### src/rtl/dm_cache_ctrl.sv
// dm_cache_ctrl: direct-mapped, write-through, write-allocate cache controller, one word per line.
// Ports:
//   clk, resetn                    clock and synchronous active-low reset
//   cpu_req_* / cpu_resp_*         CPU request (valid/ready) and one-cycle response
//   tag_* / data_*                 external tag and data RAMs, read data registered one cycle
//   mem_req_* / mem_resp_*         main memory request (valid/ready) and response
//   hit_count, miss_count          saturating lookup statistics
module dm_cache_ctrl #(
  parameter int INDEX_LEN = 8,
  parameter int TAG_LEN = 16,
  parameter int NUM_CACHE_L = 2 ** INDEX_LEN,
  parameter int DATA_LEN = 32,
  localparam int ADDR_LEN = TAG_LEN + INDEX_LEN
) (
  input  logic                 clk,
  input  logic                 resetn,
  input  logic                 cpu_req_valid,
  input  logic                 cpu_req_rw,
  input  logic [ADDR_LEN-1:0]  cpu_req_addr,
  input  logic [DATA_LEN-1:0]  cpu_req_wdata,
  output logic                 cpu_req_ready,
  output logic                 cpu_resp_valid,
  output logic [DATA_LEN-1:0]  cpu_resp_rdata,
  output logic                 tag_write,
  output logic [INDEX_LEN-1:0] tag_index,
  output logic [TAG_LEN-1:0]   tag_wdata,
  input  logic [TAG_LEN-1:0]   tag_rdata,
  output logic                 data_write,
  output logic [INDEX_LEN-1:0] data_index,
  output logic [DATA_LEN-1:0]  data_wdata,
  input  logic [DATA_LEN-1:0]  data_rdata,
  output logic                 mem_req_valid,
  output logic                 mem_req_rw,
  output logic [ADDR_LEN-1:0]  mem_req_addr,
  output logic [DATA_LEN-1:0]  mem_req_wdata,
  input  logic                 mem_req_ready,
  input  logic                 mem_resp_valid,
  input  logic [DATA_LEN-1:0]  mem_resp_rdata,
  output logic [15:0]          hit_count,
  output logic [15:0]          miss_count
);
  typedef enum logic [2:0] {IDLE, LOOKUP, COMPARE, MEM_REQ, MEM_WAIT, FILL, RESP} state_t;
  state_t state, next;
  logic req_rw;
  logic [ADDR_LEN-1:0] req_addr;
  logic [DATA_LEN-1:0] req_wdata;
  logic [NUM_CACHE_L-1:0] valid;
  logic [INDEX_LEN-1:0] idx;
  logic [TAG_LEN-1:0] tag;
  logic hit;
  assign idx = req_addr[INDEX_LEN-1:0];
  assign tag = req_addr[ADDR_LEN-1:INDEX_LEN];
  assign hit = valid[idx] && tag_rdata == tag;
  always_ff @(posedge clk)
    state <= !resetn ? IDLE : next;
  always_comb begin
    next = state;
    case (state)
      IDLE:     next = cpu_req_valid ? LOOKUP : IDLE;
      LOOKUP:   next = COMPARE;
      COMPARE:  next = hit && !req_rw ? RESP : MEM_REQ;
      MEM_REQ:  next = mem_req_ready ? MEM_WAIT : MEM_REQ;
      MEM_WAIT: next = mem_resp_valid ? FILL : MEM_WAIT;
      FILL:     next = RESP;
      RESP:     next = IDLE;
      default:  next = IDLE;
    endcase
  end
  // Strobes are gated by resetn so a reset landing on FILL never commits a line.
  always_comb begin
    cpu_req_ready  = state == IDLE;
    cpu_resp_valid = resetn && state == RESP;
    mem_req_valid  = resetn && state == MEM_REQ;
    tag_write      = resetn && state == FILL;
    data_write     = resetn && state == FILL;
    tag_index      = idx;
    data_index     = idx;
    tag_wdata      = tag;
    data_wdata     = req_rw ? req_wdata : cpu_resp_rdata;
    mem_req_rw     = req_rw;
    mem_req_addr   = req_addr;
    mem_req_wdata  = req_wdata;
  end
  always_ff @(posedge clk) begin
    if (!resetn) begin
      req_rw         <= 1'b0;
      req_addr       <= '0;
      req_wdata      <= '0;
      cpu_resp_rdata <= '0;
      valid          <= '0;
      hit_count      <= '0;
      miss_count     <= '0;
    end else begin
      if (state == IDLE && cpu_req_valid) begin
        req_rw    <= cpu_req_rw;
        req_addr  <= cpu_req_addr;
        req_wdata <= cpu_req_wdata;
      end
      if (state == COMPARE && hit && !req_rw) cpu_resp_rdata <= data_rdata;
      if (state == MEM_WAIT && mem_resp_valid && !req_rw) cpu_resp_rdata <= mem_resp_rdata;
      if (state == FILL) valid[idx] <= 1'b1;
      if (state == COMPARE && hit && hit_count != 16'hFFFF) hit_count <= hit_count + 16'd1;
      if (state == COMPARE && !hit && miss_count != 16'hFFFF) miss_count <= miss_count + 16'd1;
    end
  end
endmodule

### config.mk
export PLATFORM = sky130hd
export DESIGN_NAME = dm_cache_ctrl
export DESIGN_NICKNAME = d
export VERILOG_FILES = /design/src/rtl/dm_cache_ctrl.sv
export SDC_FILE = /design/constraint.sdc
export NUM_CORES = 1
export LEC_CHECK = 0
export CELL_PAD_IN_SITES_DETAIL_PLACEMENT = 1
export CELL_PAD_IN_SITES_GLOBAL_PLACEMENT = 2
export CORE_AREA = 2 2 207 260
export CTS_BUF_LIST = sky130_fd_sc_hd__clkbuf_16
export DETAILED_ROUTE_END_ITERATION = 6
export DIE_AREA = 0 0 209 262
export GPL_ROUTABILITY_DRIVEN = 0
export PLACE_DENSITY = 0.95
export SETUP_SLACK_MARGIN = 0.05
export SLEW_MARGIN = 20
export SYNTH_ARGS = -nofsm -noshare
export SYNTH_HDL_FRONTEND = slang
export SYNTH_SLANG_ARGS = --single-unit
### constraint.sdc
create_clock -name clk -period 7.6 [get_ports clk]
set_clock_uncertainty 0.2 [all_clocks]
set_input_delay 1.52 -clock clk [delete_from_list [all_inputs] [get_ports clk]]
set_output_delay 1.52 -clock clk [all_outputs]
set_load 0.02 [all_outputs]
==> results of run 1 <==
==> report_power, final <==
group / leakage [nW] / switching [W] / internal [W]
logic: 3.75 / 0.000316 / 0.000242
clock network: 0.633 / 0.000817 / 0.000975
registers: 3.07 / 0.0000618 / 0.00202
total: 7.45 / 0.00120 / 0.00324
==> per-layer routing <==
layer	global-route usage (%)	vias to the layer above	wire length, um
li1	-	7275	-
met1	23.3	7639	23200
met2	39.9	397	31400
met3	3.76	109	2940
met4	7.54	0	1930
met5	0	-	0
==> stage by stage <==
step,power (W),instances
2_1_floorplan,0.00243,2090
3_3_place_gp,0.00267,2933
3_5_place_dp,0.00269,2933
4_1_cts,0.00447,3003
5_1_grt,0.00460,3004
6_report,0.00443,3004
==> cell type report <==
class / instances / share of cell area [%]
multi-input cells: 1530 / 38.5
flip-flops and latches: 380 / 35.8
repair buffers: 345 / 16.2
clock buffers: 41 / 4.82
well taps: 672 / 3.95
clock inverters: 29 / 0.618
inverters: 7 / 0.159
==> critical path: stages <==
cell and delay, ns:
clkdlybuf4s50_1 1.07, inv_8 0.39, nor2_1 0.87, clkdlybuf4s50_1 0.76
==> final timing paths <==
check                        from           endpoint  slack (ns)  cells past startpoint
hold / removal          valid[25]          valid[25]        0.27                      2
setup reg to reg  mem_req_addr[3]  cpu_resp_rdata[6]        2.58                     12
setup / recovery           resetn          tag_write        1.18                      4
hold reg to reg         valid[25]          valid[25]        0.27                      2
==> kinds of logic (layout without fill, tap and decap cells) <==
kind of cell    Yosys count  after routing  share of synthesized area [%]
compound gates          223            223                           8.04
mux                     178            178                           13.1
buf+inv                 180            422                           5.25
simple gates           1110           1110                           26.8
flops                   380            380                           45.8
fa+ha+maj                 2              2                          0.151
xor+xnor                 17             17                          0.896
==> state kept, by name (all words and copies together), names as in the netlist <==
| signal | cells |
|---|---|
| mem_req_wdata | 32 |
| valid | 256 |
| miss_count | 16 |
| state | 3 |
| mem_req_addr | 24 |
| hit_count | 16 |
| cpu_resp_rdata | 32 |
| mem_req_rw | 1 |
==> cell usage in the layout (no fill, tap or decap), drive strengths merged, types with 3 or more instances in the layout <==
| cell | count |
|---|---|
| o21a | 6 |
| a22oi | 34 |
| o31ai | 13 |
| nand2 | 203 |
| o21ai | 48 |
| o22ai | 6 |
| or4 | 10 |
| clkinv | 13 |
| nor2b | 10 |
| clkbuf | 41 |
| nor2 | 780 |
| or3 | 12 |
| a211oi | 3 |
| a21oi | 94 |
| buf | 14 |
| clkdlybuf4s50 | 331 |
| nor3b | 3 |
| and2 | 6 |
| and3 | 6 |
| nor3 | 11 |
| mux2 | 36 |
| o211ai | 4 |
| nand3 | 36 |
| nand2b | 12 |
| dfxtp | 380 |
| a31oi | 4 |
| mux4 | 28 |
| xnor2 | 16 |
| mux2i | 114 |
| nand4 | 15 |
| inv | 23 |
| nor4 | 3 |
==> run summary, run 1 <==
post-CTS setup buffers: 0
Total Wirelength: 59.5 mm
Arrival @ worst endpoint: 4.70 ns
ys async rst share: 0%
initial antenna violation count: 1
peak supply drop: 125 uV
Post-Place Setup Slack: 1.11 ns
Worst-path clk slew: 0.06 ns
multi-input logic area: 8180 um2
Critical Path RT: 5.88 ns
Worst Tran Pin Value: 1.44 ns
leakage power: 7.45 nW
CTS buffer count: 40
Final WS setup: 1.18 ns
largest net degree at the start of global routing: 242
FILL cells: 6174
fin area: 21300 um2
share of layout cells above drive strength 1: 6.17%
die width: 209 um
PwrDens: 208 nW/um2
die footprint: 54800 um2
vias in the first global route: 15800
dominant synthesized flop cell: dfxtp_1
minimum clock period: 6.42 ns
htree depth: 2
status: completed
RSZ-0062 raised after global routing: no
Avg Vias per Cell: 5.13
final hold violations: 0
Rows: 94
Unique masters post-synth: 50
Max Cap Violations: 0
CTS max path bufs: 3
Die H: 262 um
Port Buffers: 331
DRC viols: 0
number of synthesized flops with an enable pin: 0
area leader, netlist: dfxtp_1
area fraction of the dominant cell type after synthesis: 45.8%
gr usage total: 21.0%
Nets: 2448
Initial Util: 31.8%
crit share post-route: 84.4%
Worst Setup End Kind: output port
placed wire-length estimate: 39.5 mm
gate count after technology mapping: 2090
DP Area: 20100 um2
# resized after CTS: 0
DR pass1 iterations: 4
top achievable clock speed: 156 MHz
DR WL/cell: 19.8 um
clk sinks: 380
Layout area overhead: 28.0%
setup TNS: 0 ns
DR iter-0 viols: 815
first-pass GRT wire length: 90.9 mm
area taken by flip-flops and latches: 7610 um2
critical-path maximum fanout: 97
sequential fraction of the synthesis area: 45.8%
max-slew violation total from the final report: 0
DR vias: 15400
Commonest cells post-synth: nor2_1 (780), dfxtp_1 (380), nand2_1 (203), mux2i_1 (114), clkbuf_1 (111)
Hold/Removal Path Class: reg2reg
Synth Cell Area: 16600 um2
post-layout util: 40.7%
syn_nets: 2234
Hold WS: 0.266 ns
Worst slew margin: 3.68%
endpoints failing setup: 0
Root Driver: clkbuf_16
Setup CP Type: in2out
largest cells by area after synthesis: dfxtp_1 (46%), nor2_1 (18%), mux2i_1 (6.9%)
syn avg cell area: 7.95 um2
Startpoint Class: input port
Post-DRT Antenna Nets: 0
Yosys reg bits: 380
global route total overflow: 0
ant diodes: 0
most common cell in the netlist: nor2_1
Top Ports: 332
Core Area: 52300 um2
Post-CTS Hold Fix Bufs: 0
clk_lat worst skew: 0.56 ns
yosys warns: 0
CTS tree: built
Note: power is estimated with default switching activity, not from simulation.
==> run 2, diff against run 1 <==
- CORE_AREA: 2 2 207 260 -> 2 2 214 269
- DIE_AREA: 0 0 209 262 -> 0 0 216 271
- PLACE_DENSITY: 0.95 -> 0.91
- clock period: 7.6 -> 6.3 ns (I/O delays scaled with it)
==> run 2 against run 1 <==
Effect of this change:
- core utilization fell by 2.2 points
- wire length up 1.5%
- register-to-register slack lost 0.70 ns
- sequential power increased by 21%
- sequential cell count did not move
- non-clock buffer count rose by 6
- hold slack barely moved
- cell count increased by 2.6%
- count of clock-buffer cells in the layout unchanged
- critical path depth is 1 higher
- setup slack gained 0.38 ns
- power is 25% higher
==> run summary, run 2 (same netlist as run 1, synthesis figures left out) <==
Post-Place Setup Slack: 1.50 ns
Layout area overhead: 29.3%
Worst path slowest cell: clkdlybuf4s50_1
vias in the first global route: 16100
cell with the most instances on the worst path: clkdlybuf4s50_1
first-pass GRT wire length: 93.2 mm
post-CTS setup buffers: 0
Arrival @ worst endpoint: 3.28 ns
RSZ-0062 raised after global routing: no
Nets: 2454
setup slack, reg-to-reg: 1.88 ns
Avg Vias per Cell: 5.00
share of layout cells above drive strength 1: 6.33%
Root Driver: clkbuf_16
WP buf/inv: 4
max-slew violation total from the final report: 0
Post-CTS Hold Fix Bufs: 0
Top Ports: 332
leakage power: 7.48 nW
Post-DRT Antenna Nets: 0
final hold violations: 0
Worst Tran Pin Value: 1.13 ns
delay-heaviest family, CP: buffers and inverters
clk sinks: 380
global route total overflow: 0
min-delay src: valid[42]
die footprint: 58500 um2
initial antenna violation count: 1
PwrDens: 258 nW/um2
top achievable clock speed: 211 MHz
Startpoint Class: input port
Critical Path RT: 4.84 ns
minimum clock period: 4.74 ns
Max Cap Violations: 0
Worst R2R End: cpu_resp_rdata[20]
CP Cell Sequence: clkdlybuf4s50_1 -> buf_4 -> inv_8 -> nor2_1 -> clkdlybuf4s50_1
hold path endpoint: valid[42]
placed wire-length estimate: 41.3 mm
post-layout util: 38.5%
clk_lat worst skew: 0.55 ns
endpoints failing setup: 0
Worst-path clk slew: 0.06 ns
Initial Util: 29.8%
critical-path maximum fanout: 85
Port Buffers: 331
commonest non-fill, non-tap cells in the layout: nor2_1 (780), dfxtp_1 (378), clkdlybuf4s50_1 (331), nand2_1 (202), mux2i_1 (114)
R2R cell count: 10
reg2reg start: mem_req_addr[1]
CTS max path bufs: 3
DR iter-0 viols: 895
Core Area: 55800 um2
DRC viols: 0
Rows: 97
gr usage total: 20.0%
die width: 216 um
hold depth: 2
DR pass1 iterations: 5
Worst Setup End Kind: output port
DR WL/cell: 19.6 um
CTS tree: built
Total Wirelength: 60.4 mm
Setup CP Type: in2out
Max stage delay on crit path: 0.69 ns
commonest non-fill, non-tap cell in the layout: nor2_1
CTS buffer count: 40
DR vias: 15400
# resized after CTS: 0
Worst slew margin: 24.7%
Die H: 271 um
Hold WS: 0.266 ns
htree depth: 2
Worst path depth: 5
status: completed
max FFs per register: 256
largest net degree at the start of global routing: 102
Final WS setup: 1.56 ns
crit share post-route: 75.2%
Tot Pwr: 0.00554 W
peak supply drop: 190 uV
setup TNS: 0 ns
Hold/Removal Path Class: reg2reg
Top reg by flops: valid
==> run 2: cell count changes in the layout (fill, tap and decap cells not counted), sizes merged <==
cell      before  now
clkinvlp       0    1
buf           14   20
inv           23   15
bufinv         0    4
diode          0    1
clkinv        13   17
==> run 2: how the worst max path moves through the flow <==
stage,from,end
3_3_place_gp,resetn,data_write
6_report,resetn,data_write
2_1_floorplan,resetn,tag_write
3_5_place_dp,resetn,data_write
4_1_cts,resetn,data_write
5_1_grt,resetn,data_write
==> run 2: cell type report <==
cell class | count | area, um2
fill | 6593 | 34300
multi-input combinational | 1530 | 8170
sequential | 380 | 7610
timing repair buffer | 351 | 3480
clock buffer | 41 | 1030
tap | 742 | 928
clock inverter | 30 | 243
inverter | 7 | 33.8
antenna | 1 | 2.50
==> run 2: power by group <==
part / total (W) / internal, W / leakage (nW) / switching [W]
Sequential: 0.00252 / 0.00244 / 3.07 / 0.0000773
Clock: 0.00235 / 0.00134 / 0.641 / 0.00100
Combinational: 0.000676 / 0.000293 / 3.77 / 0.000383
Total: 0.00554 / 0.00408 / 7.48 / 0.00146
==> run 2: metal layers <==
layer / share of wire (%) / wire length [um] / GRT usage (%)
met1: 39 / 23600 / 22.4
met2: 52 / 31500 / 37.4
met3: 5.0 / 3020 / 3.01
met4: 3.7 / 2240 / 8.04
met5: 0 / 0 / 0
==> run 2: worst reg2reg max path, stage by stage (launching register included) <==
cell      delay, ns
dfxtp_4        1.00
mux4_2         0.63
mux4_2         0.52
o22ai_1        0.22
nor3_1         0.11
a211oi_2       0.29
a21oi_1        0.20
o21ai_4        0.16
buf_4          0.53
mux2i_1        0.31
o21ai_0        0.10
==> run 2: through the flow <==
step | cells | area, um2
after floorplan | 2090 | 16600
after global placement | 3010 | 20200
after detailed placement | 3010 | 20200
after CTS | 3081 | 21500
after global routing | 3082 | 21500
final | 3082 | 21500
==> run 3, diff against run 2 <==
- CORE_AREA: 2 2 214 269 -> 2 2 225 283
- DIE_AREA: 0 0 216 271 -> 0 0 227 285
- PLACE_DENSITY: 0.91 -> 0.87
- clock period: 6.3 -> 4.21 ns (I/O delays scaled with it)
==> run 3 against run 2 <==
Effect of this change:
- global-route usage down 1.6 points
- sequential cell count unchanged
- largest cell class unchanged
- via count about the same
- power up 48%
- clock power up 44%
- critical path type is now reg2reg
- design area up 1.4%
- largest power group unchanged
- register-to-register slack worse by 1.4 ns
- hold slack about the same
- setup slack worse by 1.1 ns
- first-iteration DRC count down 19%
==> run summary, run 3 (same netlist as run 1, synthesis figures left out) <==
Worst path slowest cell: dfxtp_2
clk_lat worst skew: 0.55 ns
top achievable clock speed: 267 MHz
Avg Vias per Cell: 4.82
Worst Tran Pin Value: 1.16 ns
CTS tree: built
Hold WS: 0.266 ns
PwrDens: 376 nW/um2
DR WL/cell: 19.4 um
fin area: 21800 um2
delay-heaviest family, CP: simple AND/OR/NAND/NOR gates
Root Driver: clkbuf_16
# resized after CTS: 0
Layout area overhead: 31.2%
htree depth: 2
Post-CTS Hold Fix Bufs: 0
first-pass GRT wire length: 92.6 mm
DR iter-0 viols: 722
clk sinks: 380
DR pass1 iterations: 5
Post-Place Cells: 3130
Max stage delay on crit path: 0.80 ns
DRC viols: 0
Max Cap Violations: 0
Final WS setup: 0.460 ns
status: completed
post-CTS setup buffers: 0
critical-path maximum fanout: 33
Top Ports: 332
Arrival @ worst endpoint: 4.01 ns
die footprint: 64700 um2
Port Buffers: 331
Total Wirelength: 62.0 mm
Post-DRT Antenna Nets: 0
Rows: 103
Initial Util: 26.6%
CTS buffer count: 38
final hold violations: 0
Worst slew margin: 22.4%
die width: 227 um
commonest non-fill, non-tap cell in the layout: nor2_1
vias in the first global route: 15900
endpoints failing setup: 0
max-slew violation total from the final report: 0
DP Area: 20600 um2
placed wire-length estimate: 43.0 mm
Worst Setup End Kind: flip-flop
Setup CP Type: reg2reg
Critical Path RT: 4.47 ns
setup TNS: 0 ns
crit share post-route: 89.1%
FILL cells: 7513
peak supply drop: 196 uV
Core Area: 62400 um2
Startpoint Class: flip-flop
Post-Place Setup Slack: 0.438 ns
gr usage total: 18.4%
Hold/Removal Path Class: reg2reg
Die H: 285 um
share of layout cells above drive strength 1: 6.99%
Layout Cells excl Fill: 3201
WP buf/inv: 0
DR vias: 15400
minimum clock period: 3.75 ns
cell with the most instances on the worst path: mux4_2
Nets: 2474
Top reg by flops: valid
CTS max path bufs: 3
CP Cell Sequence: mux4_2 -> mux4_2 -> o22ai_1 -> nor3_1 -> nor2_1 -> nand3_1 -> a31o_4 -> or4_1 -> a21oi_1
max FFs per register: 256
initial antenna violation count: 2
leakage power: 7.62 nW
largest net degree at the start of global routing: 190
RSZ-0062 raised after global routing: no
Worst-path clk slew: 0.06 ns
commonest non-fill, non-tap cells in the layout: nor2_1 (780), dfxtp_1 (377), clkdlybuf4s50_1 (330), nand2_1 (202), mux2i_1 (114)
global route total overflow: 0
## run 3: cell types whose count changed in the layout (fill, tap and decap cells not counted), moves of 3 or more
cell      before  now
clkinv_1      12    8
inv_6          3    0
inv_1         11   17
buf_4         18   35
buf_12         1    8
## run 3: worst paths after layout
| kind | from | endpoint | slack (ns) | cells after the start |
|---|---|---|---|---|
| min | valid[164] | valid[164] | 0.27 | 2 |
| min reg2reg | valid[164] | valid[164] | 0.27 | 2 |
| max reg2reg | mem_req_addr[3] | miss_count[7] | 0.46 | 9 |
| max | mem_req_addr[3] | miss_count[7] | 0.46 | 9 |
## run 3: metrics by stage
step	power (W)	utilization [%]
finish	0.00820	34.9
global route	0.00849	34.9
CTS	0.00829	34.9
detailed placement	0.00490	33.0
global placement	0.00488	33.0
floorplan	0.00438	-
## run 3: worst min-delay path, stage by stage (launching register included)
cell	delay, ns
dfxtp_1	0.32
nor2_1	0.05
nor2_1	0.06
## run 3: routing by layer
metal / vias to the layer above / share of wire [%] / global-route usage (%)
met5: - / 0 / 0
met3: 120 / 5.1 / 3.00
met4: 0 / 4.5 / 9.00
met1: 7578 / 38 / 19.7
met2: 401 / 52 / 34.6
li1: 7329 / - / -
## run 3: layout make-up
type / instances / area [um2] / area share, %
diodes: 2 / 5.00 / 0.0230
clock buffers: 41 / 1030 / 4.71
clock inverters: 28 / 191 / 0.878
inverters: 7 / 33.8 / 0.155
multi-input cells: 1530 / 8150 / 37.4
flip-flops and latches: 380 / 7610 / 34.9
well taps: 840 / 1050 / 4.82
repair buffers: 373 / 3730 / 17.1
## run 3: report_power, final
part	switching, W	internal, W	total, W
Combinational	0.000574	0.000461	0.00104
Sequential	0.000121	0.00365	0.00377
Clock	0.00146	0.00193	0.00339
